[src/rtl/dmem_arbiter_pkg.sv]
// Shared constants and types for the data-memory arbiter and its address checker.
// Holds the memory size, the default starvation limit and the response-owner encoding.
package dmem_arbiter_pkg;

   localparam int DATA_MEM_SIZE     = 32'h0000_1000;
   localparam int DMEM_STARVE_LIMIT = 32'd4;

   typedef enum logic {
      OWN_CPU = 1'b0,
      OWN_DBG = 1'b1
   } owner_e;

   // One-cycle-delayed response bookkeeping: who issued it and what kind it was
   typedef struct packed {
      logic   valid;
      owner_e owner;
      logic   err;
   } rsp_t;

endpackage

[src/rtl/dmem_arbiter_if.sv]
// Bundle of CPU, debug and memory-side signals around the data-memory arbiter.
// The slave modport is the arbiter's view; master is the surrounding system.
interface dmem_arbiter_if #(
   parameter int ADDR_W = 32,
   parameter int DATA_W = 32
) ();

   logic                  cpu_req;
   logic                  cpu_we;
   logic [ADDR_W-1:0]     cpu_addr;
   logic [DATA_W-1:0]     cpu_wdata;
   logic [DATA_W/8-1:0]   cpu_be;
   logic                  cpu_stall;
   logic                  cpu_rvalid;
   logic [DATA_W-1:0]     cpu_rdata;
   logic                  cpu_err;

   logic                  dbg_req;
   logic                  dbg_we;
   logic [ADDR_W-1:0]     dbg_addr;
   logic [DATA_W-1:0]     dbg_wdata;
   logic [DATA_W/8-1:0]   dbg_be;
   logic                  dbg_gnt;
   logic                  dbg_rvalid;
   logic [DATA_W-1:0]     dbg_rdata;
   logic                  dbg_err;

   logic                  mem_en;
   logic [DATA_W/8-1:0]   mem_we;
   logic [ADDR_W-1:0]     mem_addr;
   logic [DATA_W-1:0]     mem_wdata;
   logic [DATA_W-1:0]     mem_rdata;

   modport slave (
      input  cpu_req, cpu_we, cpu_addr, cpu_wdata, cpu_be,
      output cpu_stall, cpu_rvalid, cpu_rdata, cpu_err,
      input  dbg_req, dbg_we, dbg_addr, dbg_wdata, dbg_be,
      output dbg_gnt, dbg_rvalid, dbg_rdata, dbg_err,
      output mem_en, mem_we, mem_addr, mem_wdata,
      input  mem_rdata
   );

   modport master (
      output cpu_req, cpu_we, cpu_addr, cpu_wdata, cpu_be,
      input  cpu_stall, cpu_rvalid, cpu_rdata, cpu_err,
      output dbg_req, dbg_we, dbg_addr, dbg_wdata, dbg_be,
      input  dbg_gnt, dbg_rvalid, dbg_rdata, dbg_err,
      input  mem_en, mem_we, mem_addr, mem_wdata,
      output mem_rdata
   );

endinterface

[src/rtl/dmem_addr_check.sv]
// Flags accesses that are not word-aligned or fall beyond the end of memory.
// Kept standalone so the instruction-side loader can share the same rule.
module dmem_addr_check #(
   parameter int ADDR_W   = 32,
   parameter int DATA_W   = 32,
   parameter int MEM_SIZE = 32'h0000_1000
) (
   input  logic [ADDR_W-1:0] addr_i,
   output logic              err_o
);

   localparam int OFS_W = $clog2(DATA_W / 8);

   logic misaligned_s;
   logic out_of_range_s;

   assign misaligned_s   = (addr_i[OFS_W-1:0] != {OFS_W{1'b0}});
   assign out_of_range_s = (addr_i >= ADDR_W'(MEM_SIZE));
   assign err_o          = misaligned_s | out_of_range_s;

endmodule

[src/rtl/dmem_arbiter.sv]
// Single-port data-memory arbiter: CPU has fixed priority, the debug port is forced
// a slot after STARVE_LIMIT consecutive denials; read responses go back to their issuer.
module dmem_arbiter
   import dmem_arbiter_pkg::*;
#(
   parameter int ADDR_W       = 32,
   parameter int DATA_W       = 32,
   parameter int STARVE_LIMIT = DMEM_STARVE_LIMIT
) (
   input  logic          clk,
   input  logic          rst_n,
   dmem_arbiter_if.slave bus
);

   localparam int BE_W  = DATA_W / 8;
   localparam int CNT_W = $clog2(STARVE_LIMIT + 1);

   logic [CNT_W-1:0]  cnt_q, cnt_d;
   rsp_t              rsp_q, rsp_d;

   logic              starved_s;
   logic              cpu_sel_s;
   logic              dbg_sel_s;
   logic              granted_s;
   logic              acc_we_s;
   logic [ADDR_W-1:0] acc_addr_s;
   logic [DATA_W-1:0] acc_wdata_s;
   logic [BE_W-1:0]   acc_be_s;
   logic              chk_err_s;

   assign starved_s = (cnt_q == CNT_W'(STARVE_LIMIT));
   assign granted_s = cpu_sel_s | dbg_sel_s;

   // Grant selection; everything is gated off while reset is asserted
   always_comb begin
      cpu_sel_s = 1'b0;
      dbg_sel_s = 1'b0;
      if (rst_n && bus.dbg_req && (starved_s || !bus.cpu_req)) begin
         dbg_sel_s = 1'b1;
      end else if (rst_n && bus.cpu_req) begin
         cpu_sel_s = 1'b1;
      end else begin
         cpu_sel_s = 1'b0;
         dbg_sel_s = 1'b0;
      end
   end

   // Steer the winning requester's fields onto the shared access path
   always_comb begin
      acc_we_s    = 1'b0;
      acc_addr_s  = {ADDR_W{1'b0}};
      acc_wdata_s = {DATA_W{1'b0}};
      acc_be_s    = {BE_W{1'b0}};
      if (dbg_sel_s) begin
         acc_we_s    = bus.dbg_we;
         acc_addr_s  = bus.dbg_addr;
         acc_wdata_s = bus.dbg_wdata;
         acc_be_s    = bus.dbg_be;
      end else begin
         acc_we_s    = bus.cpu_we;
         acc_addr_s  = bus.cpu_addr;
         acc_wdata_s = bus.cpu_wdata;
         acc_be_s    = bus.cpu_be;
      end
   end

   dmem_addr_check #(
      .ADDR_W   (ADDR_W),
      .DATA_W   (DATA_W),
      .MEM_SIZE (DATA_MEM_SIZE)
   ) u_addr_check (
      .addr_i (acc_addr_s),
      .err_o  (chk_err_s)
   );

   // Memory port drive and requester handshakes; a rejected access still counts as accepted
   always_comb begin
      bus.cpu_stall = rst_n & bus.cpu_req & ~cpu_sel_s;
      bus.dbg_gnt   = dbg_sel_s;
      bus.mem_en    = 1'b0;
      bus.mem_we    = {BE_W{1'b0}};
      bus.mem_addr  = {ADDR_W{1'b0}};
      bus.mem_wdata = {DATA_W{1'b0}};
      if (granted_s && !chk_err_s) begin
         bus.mem_en    = 1'b1;
         bus.mem_we    = acc_we_s ? acc_be_s : {BE_W{1'b0}};
         bus.mem_addr  = acc_addr_s;
         bus.mem_wdata = acc_wdata_s;
      end else begin
         bus.mem_en    = 1'b0;
      end
   end

   // Next-state for the starvation counter and the response register
   always_comb begin
      cnt_d = {CNT_W{1'b0}};
      if (bus.dbg_req && !dbg_sel_s) begin
         if (starved_s) begin
            cnt_d = cnt_q;
         end else begin
            cnt_d = cnt_q + CNT_W'(1);
         end
      end else begin
         cnt_d = {CNT_W{1'b0}};
      end

      // Stores that pass the check are silent; reads and any error get a response
      rsp_d.valid = granted_s & (~acc_we_s | chk_err_s);
      rsp_d.owner = dbg_sel_s ? OWN_DBG : OWN_CPU;
      rsp_d.err   = granted_s & chk_err_s;
   end

   // State registers
   always_ff @(posedge clk or negedge rst_n) begin
      if (!rst_n) begin
         cnt_q <= {CNT_W{1'b0}};
         rsp_q <= '0;
      end else begin
         cnt_q <= cnt_d;
         rsp_q <= rsp_d;
      end
   end

   // Route the registered response to its owner; the other side sees zeros
   always_comb begin
      bus.cpu_rvalid = 1'b0;
      bus.cpu_err    = 1'b0;
      bus.cpu_rdata  = {DATA_W{1'b0}};
      bus.dbg_rvalid = 1'b0;
      bus.dbg_err    = 1'b0;
      bus.dbg_rdata  = {DATA_W{1'b0}};
      case (rsp_q.owner)
         OWN_CPU: begin
            bus.cpu_rvalid = rsp_q.valid;
            bus.cpu_err    = rsp_q.valid & rsp_q.err;
            bus.cpu_rdata  = (rsp_q.valid && !rsp_q.err) ? bus.mem_rdata : {DATA_W{1'b0}};
         end
         OWN_DBG: begin
            bus.dbg_rvalid = rsp_q.valid;
            bus.dbg_err    = rsp_q.valid & rsp_q.err;
            bus.dbg_rdata  = (rsp_q.valid && !rsp_q.err) ? bus.mem_rdata : {DATA_W{1'b0}};
         end
         default: begin
            bus.cpu_rvalid = 1'b0;
            bus.dbg_rvalid = 1'b0;
         end
      endcase
   end

endmodule

[src/flat_wrapper.sv]
// flat-port wrapper written by rule: the top's interface ports become plain ports
module dmem_arbiter_flat import dmem_arbiter_pkg::*;
#(
   parameter int ADDR_W       = 32,
   parameter int DATA_W       = 32,
   parameter int STARVE_LIMIT = DMEM_STARVE_LIMIT
)
  (clk, rst_n, bus_cpu_req, bus_cpu_we, bus_cpu_addr, bus_cpu_wdata, bus_cpu_be, bus_cpu_stall, bus_cpu_rvalid, bus_cpu_rdata, bus_cpu_err, bus_dbg_req, bus_dbg_we, bus_dbg_addr, bus_dbg_wdata, bus_dbg_be, bus_dbg_gnt, bus_dbg_rvalid, bus_dbg_rdata, bus_dbg_err, bus_mem_en, bus_mem_we, bus_mem_addr, bus_mem_wdata, bus_mem_rdata);
  dmem_arbiter_if #(.ADDR_W(ADDR_W), .DATA_W(DATA_W)) bus_i ();
  input  logic clk;
  input  logic rst_n;
  input wire logic [$bits(bus_i.cpu_req)-1:0] bus_cpu_req;
  input wire logic [$bits(bus_i.cpu_we)-1:0] bus_cpu_we;
  input wire logic [$bits(bus_i.cpu_addr)-1:0] bus_cpu_addr;
  input wire logic [$bits(bus_i.cpu_wdata)-1:0] bus_cpu_wdata;
  input wire logic [$bits(bus_i.cpu_be)-1:0] bus_cpu_be;
  output wire logic [$bits(bus_i.cpu_stall)-1:0] bus_cpu_stall;
  output wire logic [$bits(bus_i.cpu_rvalid)-1:0] bus_cpu_rvalid;
  output wire logic [$bits(bus_i.cpu_rdata)-1:0] bus_cpu_rdata;
  output wire logic [$bits(bus_i.cpu_err)-1:0] bus_cpu_err;
  input wire logic [$bits(bus_i.dbg_req)-1:0] bus_dbg_req;
  input wire logic [$bits(bus_i.dbg_we)-1:0] bus_dbg_we;
  input wire logic [$bits(bus_i.dbg_addr)-1:0] bus_dbg_addr;
  input wire logic [$bits(bus_i.dbg_wdata)-1:0] bus_dbg_wdata;
  input wire logic [$bits(bus_i.dbg_be)-1:0] bus_dbg_be;
  output wire logic [$bits(bus_i.dbg_gnt)-1:0] bus_dbg_gnt;
  output wire logic [$bits(bus_i.dbg_rvalid)-1:0] bus_dbg_rvalid;
  output wire logic [$bits(bus_i.dbg_rdata)-1:0] bus_dbg_rdata;
  output wire logic [$bits(bus_i.dbg_err)-1:0] bus_dbg_err;
  output wire logic [$bits(bus_i.mem_en)-1:0] bus_mem_en;
  output wire logic [$bits(bus_i.mem_we)-1:0] bus_mem_we;
  output wire logic [$bits(bus_i.mem_addr)-1:0] bus_mem_addr;
  output wire logic [$bits(bus_i.mem_wdata)-1:0] bus_mem_wdata;
  input wire logic [$bits(bus_i.mem_rdata)-1:0] bus_mem_rdata;
  assign bus_i.cpu_req = bus_cpu_req;
  assign bus_i.cpu_we = bus_cpu_we;
  assign bus_i.cpu_addr = bus_cpu_addr;
  assign bus_i.cpu_wdata = bus_cpu_wdata;
  assign bus_i.cpu_be = bus_cpu_be;
  assign bus_cpu_stall = bus_i.cpu_stall;
  assign bus_cpu_rvalid = bus_i.cpu_rvalid;
  assign bus_cpu_rdata = bus_i.cpu_rdata;
  assign bus_cpu_err = bus_i.cpu_err;
  assign bus_i.dbg_req = bus_dbg_req;
  assign bus_i.dbg_we = bus_dbg_we;
  assign bus_i.dbg_addr = bus_dbg_addr;
  assign bus_i.dbg_wdata = bus_dbg_wdata;
  assign bus_i.dbg_be = bus_dbg_be;
  assign bus_dbg_gnt = bus_i.dbg_gnt;
  assign bus_dbg_rvalid = bus_i.dbg_rvalid;
  assign bus_dbg_rdata = bus_i.dbg_rdata;
  assign bus_dbg_err = bus_i.dbg_err;
  assign bus_mem_en = bus_i.mem_en;
  assign bus_mem_we = bus_i.mem_we;
  assign bus_mem_addr = bus_i.mem_addr;
  assign bus_mem_wdata = bus_i.mem_wdata;
  assign bus_i.mem_rdata = bus_mem_rdata;
  dmem_arbiter #(.ADDR_W(ADDR_W), .DATA_W(DATA_W), .STARVE_LIMIT(STARVE_LIMIT)) u_core (.clk(clk), .rst_n(rst_n), .bus(bus_i));
endmodule
[config.mk]
export PLATFORM = sky130hd
export DESIGN_NAME = dmem_arbiter_flat
export DESIGN_NICKNAME = d
export VERILOG_FILES = /design/src/rtl/dmem_arbiter_pkg.sv /design/src/rtl/dmem_arbiter_if.sv /design/src/rtl/dmem_addr_check.sv /design/src/rtl/dmem_arbiter.sv /design/src/flat_wrapper.sv
export SDC_FILE = /design/constraint.sdc
export NUM_CORES = 1
export LEC_CHECK = 0
export ABC_AREA = 1
export CAP_MARGIN = 20
export CORE_AREA = 2 2 123 125
export CTS_BUF_LIST = sky130_fd_sc_hd__clkbuf_8
export DETAILED_ROUTE_END_ITERATION = 12
export DIE_AREA = 0 0 125 127
export HOLD_SLACK_MARGIN = 0.15
export PLACE_DENSITY = 0.56
export SKIP_CTS_REPAIR_TIMING = 1
export SKIP_LAST_GASP = 1
export SYNTH_ARGS = -nofsm -noshare
export SYNTH_HDL_FRONTEND = slang
export SYNTH_SLANG_ARGS = --single-unit
[constraint.sdc]
create_clock -name clk -period 3 [get_ports clk]
set_input_delay 0.45 -clock clk [delete_from_list [all_inputs] [get_ports clk]]
set_output_delay 0.45 -clock clk [all_outputs]
set_load 0.05 [all_outputs]
==> results_tabular.tex <==
\begin{tabular}{lr}
\hline
Metric & Value \\
\hline
\multicolumn{2}{l}{\textbf{Status}} \\
Status & complete, no violations \\
\multicolumn{2}{l}{\textbf{Placed design}} \\
DP Wirelength & 10,400 um \\
Worst setup timing slack at the placement stage & -0.143 ns \\
Port Buf Inserts & 290 \\
Final Wtd Congestion & 0.862 \\
\multicolumn{2}{l}{\textbf{Yosys}} \\
Mapped Cells & 485 \\
Fraction of synthesis flops using an asynchronous set or reset pin & 1.00 \\
Flip-flop and latch count after synthesis & 6 \\
Synthesized area per cell & 4.88 um2 \\
Synthesis Warnings & 0 \\
EDFF count, synth & 0 \\
Post-synthesis instance area & 2370 um2 \\
Dominant cells by area after synthesis & nand2\_1 (25\%), inv\_1 (14\%), nor3\_1 (14\%), nor2\_1 (8.9\%), buf\_4 (7.3\%) \\
Cell types with the highest counts after synthesis & nand2\_1 (157), inv\_1 (89), nor3\_1 (65) \\
Most common cell in the netlist & nand2\_1 \\
Proportion of netlist area held by the largest area contributor & 0.249 \\
Unique masters post-synth & 24 \\
Cell type with the highest aggregate area in the netlist & nand2\_1 \\
Leading register cell type out of synthesis & dfrtp\_1 \\
Sequential-to-total area share from yosys stat & 0.0634 \\
\multicolumn{2}{l}{\textbf{CTS}} \\
Clock-pin slew on the worst setup and hold paths & 0.04 ns \\
Insertion delay to the later sink of the worst-skew pair & 0.22 ns \\
Number of levels the H-tree was split into & 1 \\
Num CTS Buffers & 3 \\
Root buf cell & clkbuf\_8 \\
TritonCTS clock tree & done \\
Clock buffer depth & 2 \\
Number of sinks on the clock net & 6 \\
\multicolumn{2}{l}{\textbf{GRT}} \\
Initial antenna violation count & 0 \\
Total grt overflow & 0 \\
Overall Global Routing Usage & 0.143 \\
Number of global-route vias before repair & 3,776 \\
Pin count of the biggest net entering global routing & 53 \\
First-pass GRT wire length & 19,000 um \\
\multicolumn{2}{l}{\textbf{Timing}} \\
Setup violators final & 0 \\
Fmax & 334 MHz \\
Final min period & 3.00 ns \\
Setup repair after global routing missed its margin & true \\
Final Hold Viols & 0 \\
Actual slew at the worst max-slew pin & 0.517 ns \\
Share of the clock period used by the worst path & 0.999 \\
Worst Setup Slack, final & 0.00191 ns \\
Worst setup skew after layout & 0.00367 ns \\
Final number of max-transition violations & 0 \\
Final hold slack & 0.219 ns \\
Worst slew margin & 0.654 \\
\multicolumn{2}{l}{\textbf{Detailed routing}} \\
Total length of routed wires & 13,000 um \\
Avg WL per Cell & 13.5 um \\
Number of remaining DRC errors & 0 \\
Number of nets with antenna violations after detailed routing & 0 \\
DRT iter0 DRCs & 72 \\
Vias after detailed routing & 3,862 \\
Length of the first detailed-routing pass in iterations & 4 \\
Via-to-Cell Ratio & 4.02 \\
\multicolumn{2}{l}{\textbf{Flow run}} \\
Maximum Capacitance Violations & 0 \\
\multicolumn{2}{l}{\textbf{Finish}} \\
Count of antenna diodes in the layout & 0 \\
Area delta synth->final & 184\% \\
Post-route core utilization & 0.467 \\
Fill cell total of the finished layout & 1,451 \\
Sequential Area & 150 um2 \\
Area used by multi-input combinational logic & 1890 um2 \\
\# nets final & 954 \\
Fraction of final layout cells with drive strength greater than 1 & 0.244 \\
\multicolumn{2}{l}{\textbf{Worst hold path}} \\
Hold/Removal Path Class & in -> async \\
\multicolumn{2}{l}{\textbf{Floorplanning}} \\
Die height & 127 um \\
Die ar. & 15,900 um2 \\
Floorplan row count & 44 \\
Number of primary I/O pins & 313 \\
Starting utilization of the core area & 0.164 \\
Core region area & 14,400 um2 \\
Width of the die & 125 um \\
\multicolumn{2}{l}{\textbf{Critical path}} \\
Crit-path max FO & 7 \\
Cell-by-cell trace of the critical path & inv\_2 > ha\_4 > nand2\_4 > nand2\_4 > nand2\_8 > buf\_12 > clkinvlp\_4 > nand2\_1 > nand2\_1 > nor2\_1 > nand2\_1 > nor2\_4 > nand3\_4 > clkbuf\_16 > nor2\_4 > buf\_12 \\
Worst setup path category & reg -> out \\
Number of buffers and inverters on the critical path & 5 \\
Most common cell on crit path & nand2\_1 \\
Required time worst endpoint & 2.55 ns \\
Worst path slowest cell & dfrtp\_1 \\
Element type at the critical path start & flip-flop \\
Peak per-stage delay on the critical path & 0.37 ns \\
Data arrival time of the critical path & 2.55 ns \\
Type of element capturing the critical path & output pin \\
Cell type group with the largest total delay on the critical path & simple AND/OR/NAND/NOR gates \\
\multicolumn{2}{l}{\textbf{Pwr}} \\
Power Total & 1.01 mW \\
Maximum vdd ir drop & 0.0895 mV \\
Power per cell area & 149 nW/um2 \\
Pleak & 3.17 nW \\
\hline
\end{tabular}
-- layout make-up --
cell class | count | share of cell area
Tap cell | 184 | 0.0342
Clock buffer | 3 | 0.00613
Timing Repair Buffer | 320 | 0.607
Inverter | 89 | 0.0502
Multi-Input combinational cell | 358 | 0.280
Sequential cell | 6 | 0.0223
-- routing by layer --
metal,routed length [um],vias to the layer above,GRT usage
met5,0,-,0
met4,179,0,0.0235
met3,1080,16,0.0398
met2,6630,201,0.265
met1,5080,1655,0.168
li1,-,1990,-
-- cells by family (layout without fill, tap and decap cells) --
kind of cell,after synthesis,after routing,share of synthesized area
XOR/XNOR,2,2,0.00740
AND/OR/NAND/NOR,312,312,0.569
buffers and inverters,142,412,0.284
other,1,22,0.00158
flip-flops,6,6,0.0634
multiplexers,10,10,0.0423
AO/OA/AOI/OAI,10,10,0.0211
adder cells (fa/ha/maj),2,2,0.0106
-- worst register-to-register path: cells and delay by family (launching register included) --
kind / cells / cell delay, ns
buf+inv: 4 / 0.37
fa+ha+maj: 1 / 0.17
flops: 1 / 0.37
simple gates: 10 / 1.09
-- final timing paths --
check / slack, ns / end / from / cells past startpoint
min in group clk: 0.59 / u_core.cnt_q[1]$_DFFE_PN0P_ / u_core.cnt_q[1]$_DFFE_PN0P_ / 2
setup reg to reg: 0.90 / u_core.rsp_q[2]$_DFF_PN0_ / u_core.cnt_q[1]$_DFFE_PN0P_ / 15
hold reg to reg: 0.59 / u_core.cnt_q[1]$_DFFE_PN0P_ / u_core.cnt_q[1]$_DFFE_PN0P_ / 2
setup / recovery: 0.002 / bus_mem_wdata[1] / u_core.cnt_q[1]$_DFFE_PN0P_ / 16
hold / removal: 0.22 / u_core.cnt_q[2]$_DFFE_PN0P_ / rst_n / 2
max in group asynchronous: 2.66 / u_core.cnt_q[1]$_DFFE_PN0P_ / rst_n / 2
-- cells in the final DEF (no fill, tap or decap), drive strengths merged --
| master | netlist | final |
|---|---|---|
| buf | 38 | 118 |
| conb | 1 | 22 |
| a21oi | 3 | 3 |
| clkinvlp | 0 | 1 |
| o21ai | 7 | 7 |
| or2 | 1 | 1 |
| nand3b | 7 | 7 |
| nand3 | 12 | 12 |
| xor2 | 1 | 1 |
| nor3 | 65 | 65 |
| inv | 89 | 88 |
| mux2i | 10 | 10 |
| dfrtp | 6 | 6 |
| dlymetal6s2s | 0 | 3 |
| clkbuf | 15 | 8 |
| clkdlybuf4s50 | 0 | 194 |
| xnor2 | 1 | 1 |
| nand2 | 160 | 160 |
| ha | 2 | 2 |
| nor2 | 67 | 67 |
-- through the flow --
step | cell area (um2) | std cells | setup TNS (ns)
after floorplan | 2470 | 506 | 0
after global placement | 6220 | 944 | -1.16
after detailed placement | 6220 | 944 | -2.57
after CTS | 6270 | 947 | -2.97
after global routing | 6730 | 960 | -6.11
final | 6730 | 960 | 0
-- sequential cells by signal, indices dropped and copies added (netlist names) --
name and flops:
u_core.rsp_q 3, u_core.cnt_q 3
-- where the power goes --
part | leakage [nW] | switching (mW) | internal [mW]
clock | 0.0216 | 0.0296 | 0.0858
sequential | 0.0771 | 0.00976 | 0.0901
combinational | 3.07 | 0.418 | 0.372
Power figures use the tool's default switching activity.
